**config.mk**
```make
export PLATFORM = sky130hd
export DESIGN_NAME = writeback_stage_flat
export DESIGN_NICKNAME = d
export VERILOG_FILES = /design/src/rtl/writeback_stage_if.sv /design/src/rtl/writeback_stage.sv /design/src/flat_wrapper.sv
export SDC_FILE = /design/constraint.sdc
export NUM_CORES = 1
export LEC_CHECK = 0
export ABC_AREA = 0
export CAP_MARGIN = 20
export CORE_ASPECT_RATIO = 1.4
export CORE_UTILIZATION = 40
export DETAILED_ROUTE_END_ITERATION = 10
export PLACE_DENSITY = 0.95
export RECOVER_POWER = 100
export SLEW_MARGIN = 20
export SYNTH_ARGS = -nofsm -noshare
export SYNTH_HDL_FRONTEND = slang
export SYNTH_SLANG_ARGS = --single-unit
```
**constraint.sdc**
```tcl
create_clock -name clk -period 1.51 [get_ports clk]
set_input_delay 0.302 -clock clk [delete_from_list [all_inputs] [get_ports clk]]
set_output_delay 0.302 -clock clk [all_outputs]
set_load 0.01 [all_outputs]
```
**src/rtl/writeback_stage_if.sv**
```systemverilog
// Writeback stage bundle: pipeline result, MDU offer/accept, regfile write.
// slave = writeback stage side, master = surrounding core side.
interface writeback_stage_if;
  logic        pipe_valid;
  logic [4:0]  pipe_rd;
  logic [31:0] pipe_result;
  logic        pipe_is_load;
  logic [2:0]  pipe_funct3;
  logic [1:0]  pipe_addr_lo;
  logic [31:0] pipe_load_data;
  logic        mdu_valid;
  logic [4:0]  mdu_rd;
  logic [31:0] mdu_result;
  logic        mdu_ready;
  logic        wb_stall;
  logic        wb_en;
  logic [4:0]  wb_rd;
  logic [31:0] wb_data;

  modport slave (
    input  pipe_valid, pipe_rd, pipe_result,
    input  pipe_is_load, pipe_funct3,
    input  pipe_addr_lo, pipe_load_data,
    input  mdu_valid, mdu_rd, mdu_result,
    output mdu_ready, wb_stall,
    output wb_en, wb_rd, wb_data
  );

  modport master (
    output pipe_valid, pipe_rd, pipe_result,
    output pipe_is_load, pipe_funct3,
    output pipe_addr_lo, pipe_load_data,
    output mdu_valid, mdu_rd, mdu_result,
    input  mdu_ready, wb_stall,
    input  wb_en, wb_rd, wb_data
  );
endinterface

```
**src/rtl/writeback_stage.sv**
```systemverilog
// RV32 writeback: merges pipeline and MDU results onto the regfile port.
// Define WB_MDU_EN to build the MDU arbitration and starvation guard.
module writeback_stage #(
  parameter int STARVE_LIMIT = 3
) (
  input logic            clk,
  input logic            rst_n,
  writeback_stage_if.slave bus
);

  localparam logic [3:0] LIM = 4'(STARVE_LIMIT);

  logic        pipe_take;
  logic        mdu_take;
  logic        stall;
  logic        mdu_rdy;

  logic        en_q,   en_d;
  logic [4:0]  rd_q,   rd_d;
  logic [31:0] data_q, data_d;

  logic [7:0]  byte_v;
  logic [15:0] half_v;
  logic [31:0] ld_ext;
  logic [2:0]  f3;

`ifdef WB_MDU_EN
  logic [3:0] cnt_q, cnt_d;

  assign stall     = bus.mdu_valid && (cnt_q >= LIM);
  assign pipe_take = bus.pipe_valid && !stall;
  assign mdu_rdy   = rst_n && !pipe_take;
  assign mdu_take  = bus.mdu_valid && mdu_rdy;

  always_comb begin
    cnt_d = cnt_q;
    if (!bus.mdu_valid || mdu_take)
      cnt_d = '0;
    else if (cnt_q != 4'hf)
      cnt_d = cnt_q + 4'd1;
  end

  always_ff @(posedge clk or negedge rst_n) begin
    if (!rst_n)
      cnt_q <= '0;
    else
      cnt_q <= cnt_d;
  end
`else
  logic unused_mdu;

  assign unused_mdu = ^{bus.mdu_valid, bus.mdu_rd,
                        bus.mdu_result, LIM};
  assign stall     = 1'b0;
  assign pipe_take = bus.pipe_valid;
  assign mdu_rdy   = 1'b0;
  assign mdu_take  = 1'b0;
`endif

  assign f3     = bus.pipe_funct3;
  assign byte_v = bus.pipe_load_data[{bus.pipe_addr_lo, 3'b000} +: 8];
  assign half_v = bus.pipe_load_data[{bus.pipe_addr_lo[1], 4'b0000} +: 16];

  always_comb begin
    ld_ext = bus.pipe_load_data;
    unique case (1'b1)
      f3 == 3'b000: ld_ext = {{24{byte_v[7]}}, byte_v};
      f3 == 3'b001: ld_ext = {{16{half_v[15]}}, half_v};
      f3 == 3'b100: ld_ext = {24'h0, byte_v};
      f3 == 3'b101: ld_ext = {16'h0, half_v};
      default:      ld_ext = bus.pipe_load_data;
    endcase
  end

  // x0 writes still consume the source but never raise the write enable
  always_comb begin
    en_d   = 1'b0;
    rd_d   = rd_q;
    data_d = data_q;
    if (pipe_take) begin
      en_d   = |bus.pipe_rd;
      rd_d   = bus.pipe_rd;
      data_d = bus.pipe_is_load ? ld_ext : bus.pipe_result;
    end else if (mdu_take) begin
      en_d   = |bus.mdu_rd;
      rd_d   = bus.mdu_rd;
      data_d = bus.mdu_result;
    end
  end

  always_ff @(posedge clk or negedge rst_n) begin
    if (!rst_n) begin
      en_q   <= 1'b0;
      rd_q   <= '0;
      data_q <= '0;
    end else begin
      en_q   <= en_d;
      rd_q   <= rd_d;
      data_q <= data_d;
    end
  end

  assign bus.mdu_ready = mdu_rdy;
  assign bus.wb_stall  = stall;
  assign bus.wb_en     = en_q;
  assign bus.wb_rd     = rd_q;
  assign bus.wb_data   = data_q;

endmodule

```
**src/flat_wrapper.sv**
```systemverilog
// flat-port wrapper written by rule: the top's interface ports become plain ports
module writeback_stage_flat 
#(
  parameter int STARVE_LIMIT = 3
)
  (clk, rst_n, bus_pipe_valid, bus_pipe_rd, bus_pipe_result, bus_pipe_is_load, bus_pipe_funct3, bus_pipe_addr_lo, bus_pipe_load_data, bus_mdu_valid, bus_mdu_rd, bus_mdu_result, bus_mdu_ready, bus_wb_stall, bus_wb_en, bus_wb_rd, bus_wb_data);
  writeback_stage_if bus_i ();
  input logic clk;
  input logic rst_n;
  input wire logic [$bits(bus_i.pipe_valid)-1:0] bus_pipe_valid;
  input wire logic [$bits(bus_i.pipe_rd)-1:0] bus_pipe_rd;
  input wire logic [$bits(bus_i.pipe_result)-1:0] bus_pipe_result;
  input wire logic [$bits(bus_i.pipe_is_load)-1:0] bus_pipe_is_load;
  input wire logic [$bits(bus_i.pipe_funct3)-1:0] bus_pipe_funct3;
  input wire logic [$bits(bus_i.pipe_addr_lo)-1:0] bus_pipe_addr_lo;
  input wire logic [$bits(bus_i.pipe_load_data)-1:0] bus_pipe_load_data;
  input wire logic [$bits(bus_i.mdu_valid)-1:0] bus_mdu_valid;
  input wire logic [$bits(bus_i.mdu_rd)-1:0] bus_mdu_rd;
  input wire logic [$bits(bus_i.mdu_result)-1:0] bus_mdu_result;
  output wire logic [$bits(bus_i.mdu_ready)-1:0] bus_mdu_ready;
  output wire logic [$bits(bus_i.wb_stall)-1:0] bus_wb_stall;
  output wire logic [$bits(bus_i.wb_en)-1:0] bus_wb_en;
  output wire logic [$bits(bus_i.wb_rd)-1:0] bus_wb_rd;
  output wire logic [$bits(bus_i.wb_data)-1:0] bus_wb_data;
  assign bus_i.pipe_valid = bus_pipe_valid;
  assign bus_i.pipe_rd = bus_pipe_rd;
  assign bus_i.pipe_result = bus_pipe_result;
  assign bus_i.pipe_is_load = bus_pipe_is_load;
  assign bus_i.pipe_funct3 = bus_pipe_funct3;
  assign bus_i.pipe_addr_lo = bus_pipe_addr_lo;
  assign bus_i.pipe_load_data = bus_pipe_load_data;
  assign bus_i.mdu_valid = bus_mdu_valid;
  assign bus_i.mdu_rd = bus_mdu_rd;
  assign bus_i.mdu_result = bus_mdu_result;
  assign bus_mdu_ready = bus_i.mdu_ready;
  assign bus_wb_stall = bus_i.wb_stall;
  assign bus_wb_en = bus_i.wb_en;
  assign bus_wb_rd = bus_i.wb_rd;
  assign bus_wb_data = bus_i.wb_data;
  writeback_stage #(.STARVE_LIMIT(STARVE_LIMIT)) u_core (.clk(clk), .rst_n(rst_n), .bus(bus_i));
endmodule
```
==> flow_summary.json <==
{
  "design_power_total_mw": 3.139,
  "num-nets-final": 535,
  "worst_setup_hold_path_clk_slew_ps": 80,
  "dominantRegCellSynth": "sky130_fd_sc_hd__dfrtp_1",
  "syn-instance-count": 282,
  "fin_setup_tns_ps": 0,
  "cts_htree_levels": 2,
  "crit_path_top_delay_cell": "sky130_fd_sc_hd__clkdlybuf4s50_1",
  "status": "finished clean",
  "standard_cell_rows": 33,
  "ys_warn_count": 0,
  "power.leakage_nw": 1.757,
  "final_critical_delay_including_setup_and_external_delays_ps": 1491,
  "synth_async_sr_flop_share_pct": 100.0,
  "global_route_wire_length_before_repair_mm": 13.82,
  "cap_viol_max_count": 0,
  "antenna_found_initial": 0,
  "critical_path.top_delay_family": "buffers and inverters",
  "cts_root_buf": "sky130_fd_sc_hd__clkbuf_8",
  "gp_routability_congestion": 0.9545,
  "layout-area-overhead-vs-synth_pct": 61.90,
  "antennaDiodeCount": 0,
  "first_global_vias": 2971,
  "synth_seq_area_share_pct": 38.00,
  "yosysUniqueCellTypes": 37,
  "timing.final.max_slew_violations": 0,
  "floorplan.die.width_um": 68.85,
  "pre_cts_slack_ps": -597.1,
  "finalWorstSetupSlack_ps": 19.28,
  "numClockSinks": 38,
  "wl_per_cell_um": 18.31,
  "path_class": "register to output port",
  "finalCoreUtilization_pct": 68.14,
  "hpwl_after_dpl_mm": 7.000,
  "worst_clock_skew_ps": 0,
  "critPathLaunchType": "register",
  "numPortBuffers": 115,
  "cts_buffer_depth": 2,
  "hold_path.class": "input pin to register",
  "detailedRoute.firstPassIterationCount": 5,
  "drc": 0,
  "postSynthRegisterBits": 38,
  "worst-slew-pin-transition_ps": 633.7,
  "grt_util_all_layers_pct": 27.99,
  "num-fill-cells": 462,
  "drt_iter0_markers": 401,
  "final_hold_fails": 0,
  "max_clock_freq_mhz": 670.8,
  "power_per_cell_area_nw_per_um2": 774.7,
  "timing.slew.headroom_pct": 57.75,
  "syn_area_um2": 2502,
  "die_h_um": 95.59,
  "floorplan.io_pins": 156,
  "synth_area_per_cell_um2": 8.874,
  "number_of_enable_type_register_cells_in_the_synthesized_netlist": 0,
  "placed_cells": 480,
  "r2r_slack_ps": 710,
  "tritoncts_clock_tree": "done",
  "floorplan.initialDensity_pct": 42.09,
  "timing.final.setup_violations": 0,
  "final_antenna_net_count": 0,
  "via_count": 2983,
  "finish.cell_count_without_fillers": 490,
  "setup_repair_after_global_routing_missed_its_margin": "false",
  "critical_path.n_buffers_inverters": 1,
  "vdd_ir_drop_max_v": 0.0004120,
  "timing.critical_path.arrival_ps": 1190,
  "final.period_utilization_pct": 98.72,
  "final_layout_size_suffix_gt1_share_pct": 15.95,
  "die_footprint_um2": 6581,
  "grt_max_degree": 49,
  "crit_fanout": 1,
  "timing.critical_path.cells": "clkdlybuf4s50_1",
  "overflow": 0,
  "cts-buffers-inserted": 5,
  "critPathRequiredTime_ps": 1210,
  "core_area_um2": 5946,
  "critPathMaxStageDelay_ps": 550,
  "avgViaCountPerCell": 6.088,
  "crit_path_end_kind": "output port",
  "worstSkewPairLatency_ps": 300,
  "drt-total-wl_mm": 8.971
}
[power breakdown]
group          internal [mW]  switching, mW  total, mW
Clock                  0.487          0.377      0.864
Combinational          0.583          0.483       1.07
Sequential              1.14         0.0728       1.21
Total                   2.21          0.933       3.14
[cell families (layout without fill, tap and decap cells)]
kind of cell	count (synthesis)	in the layout	share of synthesized area, %
other cells	1	2	0.1499
mux	15	15	7.150
compound gates	107	107	31.85
simple gates	81	81	15.70
buf+inv	40	177	7.150
flops	38	38	38.00
[cell usage after synthesis (all sizes together) (2+ instances only)]
cell | number | area (um^2)
o22ai | 14 | 87.58
inv | 10 | 37.54
a22oi | 7 | 52.55
or2 | 2 | 12.51
mux2 | 14 | 165.2
a21oi | 9 | 45.04
nand2b | 8 | 50.05
a21o | 7 | 52.55
o221ai | 7 | 61.31
nand4 | 16 | 100.1
nand2 | 28 | 107.6
a22o | 17 | 148.9
nor2 | 19 | 71.32
nor2b | 4 | 25.02
nor3 | 2 | 15.01
o31ai | 8 | 60.06
clkbuf | 17 | 63.81
a311oi | 16 | 140.1
o21ai | 17 | 85.08
dfrtp | 38 | 950.9
buf | 12 | 73.81
[layer usage]
layer / routed length [um] / track usage, % / vias up
li1: - / - / 1347
met1: 3187 / 31.66 / 1389
met2: 4641 / 48.30 / 209
met3: 810 / 4.785 / 38
met4: 331 / 15.31 / 0
met5: 0 / 0 / -
[metrics by stage]
step / instance area (um^2) / hold slack [ps]
floorplan: 2506 / 6.409
global placement: 3955 / 180.2
detailed placement: 3955 / 185.2
CTS: 4065 / 400.1
global route: 4051 / 469.6
finish: 4051 / 467.5
[registers in the layout, summed over array words and instances (netlist names)]
signal,cells
u_core.bus.wb_data,32
u_core.bus.wb_rd,5
u_core.bus.wb_en,1
[cell type report]
cell class	instances	area [um^2]	share of cell area, %
sequential	38	950.9	23.47
clock inverter	3	40.04	0.9883
inverter	11	41.29	1.019
multi-input combinational	205	1388	34.25
timing repair buffer	158	1475	36.41
tap	70	87.58	2.162
clock buffer	5	68.82	1.699
[cell usage in the layout (no fill, tap or decap), types with 14 or more instances in the layout]
cell                              Yosys  routed
sky130_fd_sc_hd__a22o_1              17      17
sky130_fd_sc_hd__a311oi_1            16      16
sky130_fd_sc_hd__buf_4                6      33
sky130_fd_sc_hd__clkdlybuf4s25_1      0      23
sky130_fd_sc_hd__clkdlybuf4s50_1      0      66
sky130_fd_sc_hd__dfrtp_1             38      38
sky130_fd_sc_hd__dlygate4sd2_1        0      17
sky130_fd_sc_hd__nand2_1             27      27
sky130_fd_sc_hd__nand4_1             16      16
sky130_fd_sc_hd__nor2_1              19      19
sky130_fd_sc_hd__o21ai_0             17      17
sky130_fd_sc_hd__o22ai_1             14      14
[final timing paths]
path,endpoint,cells past startpoint,start
max in group asynchronous,u_core.bus.wb_data[12]$_DFFE_PN0P_,3,rst_n
hold / removal,u_core.bus.wb_data[14]$_DFFE_PN0P_,3,bus_pipe_is_load
hold reg to reg,u_core.bus.wb_data[21]$_DFFE_PN0P_,1,u_core.bus.wb_data[21]$_DFFE_PN0P_
setup / recovery,bus_wb_en,1,u_core.bus.wb_en$_DFF_PN0_
setup reg to reg,u_core.bus.wb_data[15]$_DFFE_PN0P_,2,u_core.bus.wb_data[15]$_DFFE_PN0P_
min in group asynchronous,u_core.bus.wb_en$_DFF_PN0_,2,rst_n
[what timing repair did]
action,in CTS,in global routing
cloned,0,0
endpoints found under the setup margin,45,42
pin swaps,3,5
gates resized for setup,23,33
setup buffers,1,0
hold endpoints to repair,9,0
hold buffers,1,0
Power figures use the tool's default switching activity.
==> RTL edit, RTL diff (config.mk and constraints unchanged) <==
Take the reset off `rd_q` and `data_q` and load them in a clocked block of their own.
--- a/src/rtl/writeback_stage.sv
+++ b/src/rtl/writeback_stage.sv
@@ -93,9 +93,10 @@
       en_q   <= 1'b0;
-      rd_q   <= '0;
-      data_q <= '0;
     end else begin
       en_q   <= en_d;
-      rd_q   <= rd_d;
-      data_q <= data_d;
     end
+  end
+
+  always_ff @(posedge clk) begin
+    rd_q   <= rd_d;
+    data_q <= data_d;
   end
Formal check against the unedited RTL: not equivalent (Yosys sat finds a counterexample within 4 cycles, from zero or initial values and one cycle with rst_n low).
==> RTL edit against the original RTL <==
  * Worst setup slack hardly changed
  * Wire length shrank 11%
  * Non-clock buffer count is 3 higher
  * Synthesized area is 8.7% lower
  * Power fell by 3.6%
  * Sequential cell count unchanged
  * Die area is 8.4% lower
  * Cell area decreased by 4.4%
  * Critical endpoint is now bus_wb_data[3]
  * Highest routed layer unchanged
==> RTL edit: results (changes against the original RTL) <==
CTS root buffer=clkbuf_8; fin cells=435 (-11%); DRT Pass-1 Iters=4 (-1); ys flop type=edfxtp_1; fill count=415 (-10%); DR WL met3=464 um (-43%); Peak VDD IR=0.568 mV (+38%); Commonest cells post-synth=edfxtp_1, nand2_1, o21ai_0; Leak=1.49 nW (-15%); share of layout cells above drive strength 1=22.3% (+6.4 points); GRT Total Usage=27.3% (-0.68 points); Distinct cells, synth=32 (-14%); Syn Area/Cell=10.5 um2 (+19%); post-DR vias/cell=5.60 (-8.0%); internal power=0.00222 W (+0.47%); number of synthesized flops with an enable pin=37 (+37); GPL Wtd Cong=0.898 (-5.9%); CP startpoint=u_core.bus.wb_data[3]; Post-synth ARST share=2.63% (-97 points); dpl cells=421 (-12%); initial antenna violation count=0 (unchanged); Synth area leaders=edfxtp_1, mux2_2, o21ai_0; first-pass GRT wire length=12400 um (-11%); largest net degree at the start of global routing=39 (-20%); crit-path max FO=1 (unchanged); Setup violations, final=0 (unchanged); peak per-stage delay on the critical path=0.54 ns; sequential area share after synthesis=49.7% (+12 points); fin nets=482 (-9.9%); routed len/inst=18.3 um (about the same); Final HPWL DP=5770 um (-18%); Worst-Margin Slew=0.978 ns (+0.344 ns); met2 WL post-DR=4320 um (-6.9%); outcome=finished, final reports clean; Crit path max-delay family=buffers and inverters; DRT iter0 DRCs=189 (-53%); met1 wire length=2800 um (-12%); vias in the first global route=2543 (-14%); min-delay worst type=primary input to async pin
RTL edit: cell type report:
type / instances / area share (%)
clock buffer: 6 / 2.13
inverter: 3 / 0.291
clock inverter: 2 / 0.323
timing repair buffer: 161 / 39.0
multi-input combinational: 157 / 26.7
tap: 68 / 2.20
sequential: 38 / 29.3
RTL edit: logic make-up (layout without fill, tap and decap cells):
logic type             Yosys count  count (layout)  synth area share (%)
other                            1               2                 0.164
and+or+nand+nor                 54              55                  11.4
AOI/OAI and AO/OA               83              83                  24.1
muxes                           17              17                  9.03
DFF                             38              38                  49.7
buffers and inverters           24             172                  5.53
RTL edit: routing by layer:
metal | vias to the layer above | track usage (%)
met4 | 0 | 14.7
met3 | 29 | 3.39
met2 | 134 | 48.8
met5 | - | 0
met1 | 1147 | 30.2
li1 | 1127 | -
RTL edit: metrics by stage:
step	setup TNS [ns]	worst slack (ns)	instance area [um2]	hold WS [ns]	utilization, %
after CTS	0	0.0211	3910	0.145	70.7
final	0	0.0196	3870	0.211	70.1
after floorplan	0	0.0129	2290	0.00641	-
after global routing	-0.00211	-0.00211	3870	0.205	70.1
after detailed placement	-18.31	-0.610	3750	0.453	67.8
after global placement	-16.00	-0.528	3750	0.453	67.8
RTL edit: worst paths after layout:
kind,cells past startpoint,end
max in group asynchronous,1,u_core.bus.wb_en
worst max-delay path,1,bus_wb_data[3]
worst min-delay path,1,u_core.bus.wb_en
min in group clk,3,u_core.bus.wb_data[4]
RTL edit: power by group through the flow:
stage / registers [W] / clock network, W / logic (W)
after floorplan: 0.00140 / 0 / 0.000298
after global placement: 0.00134 / 0 / 0.000907
after detailed placement: 0.00134 / 0 / 0.000937
after CTS: 0.00131 / 0.000751 / 0.000970
after global routing: 0.00132 / 0.000800 / 0.00102
final: 0.00131 / 0.000750 / 0.000963
RTL edit: timing repair:
item,in CTS,in global routing
cloned,2,0
pin swaps,3,3
endpoints found under the setup margin,32,20
setup buffers,2,2
gates resized for setup,18,5
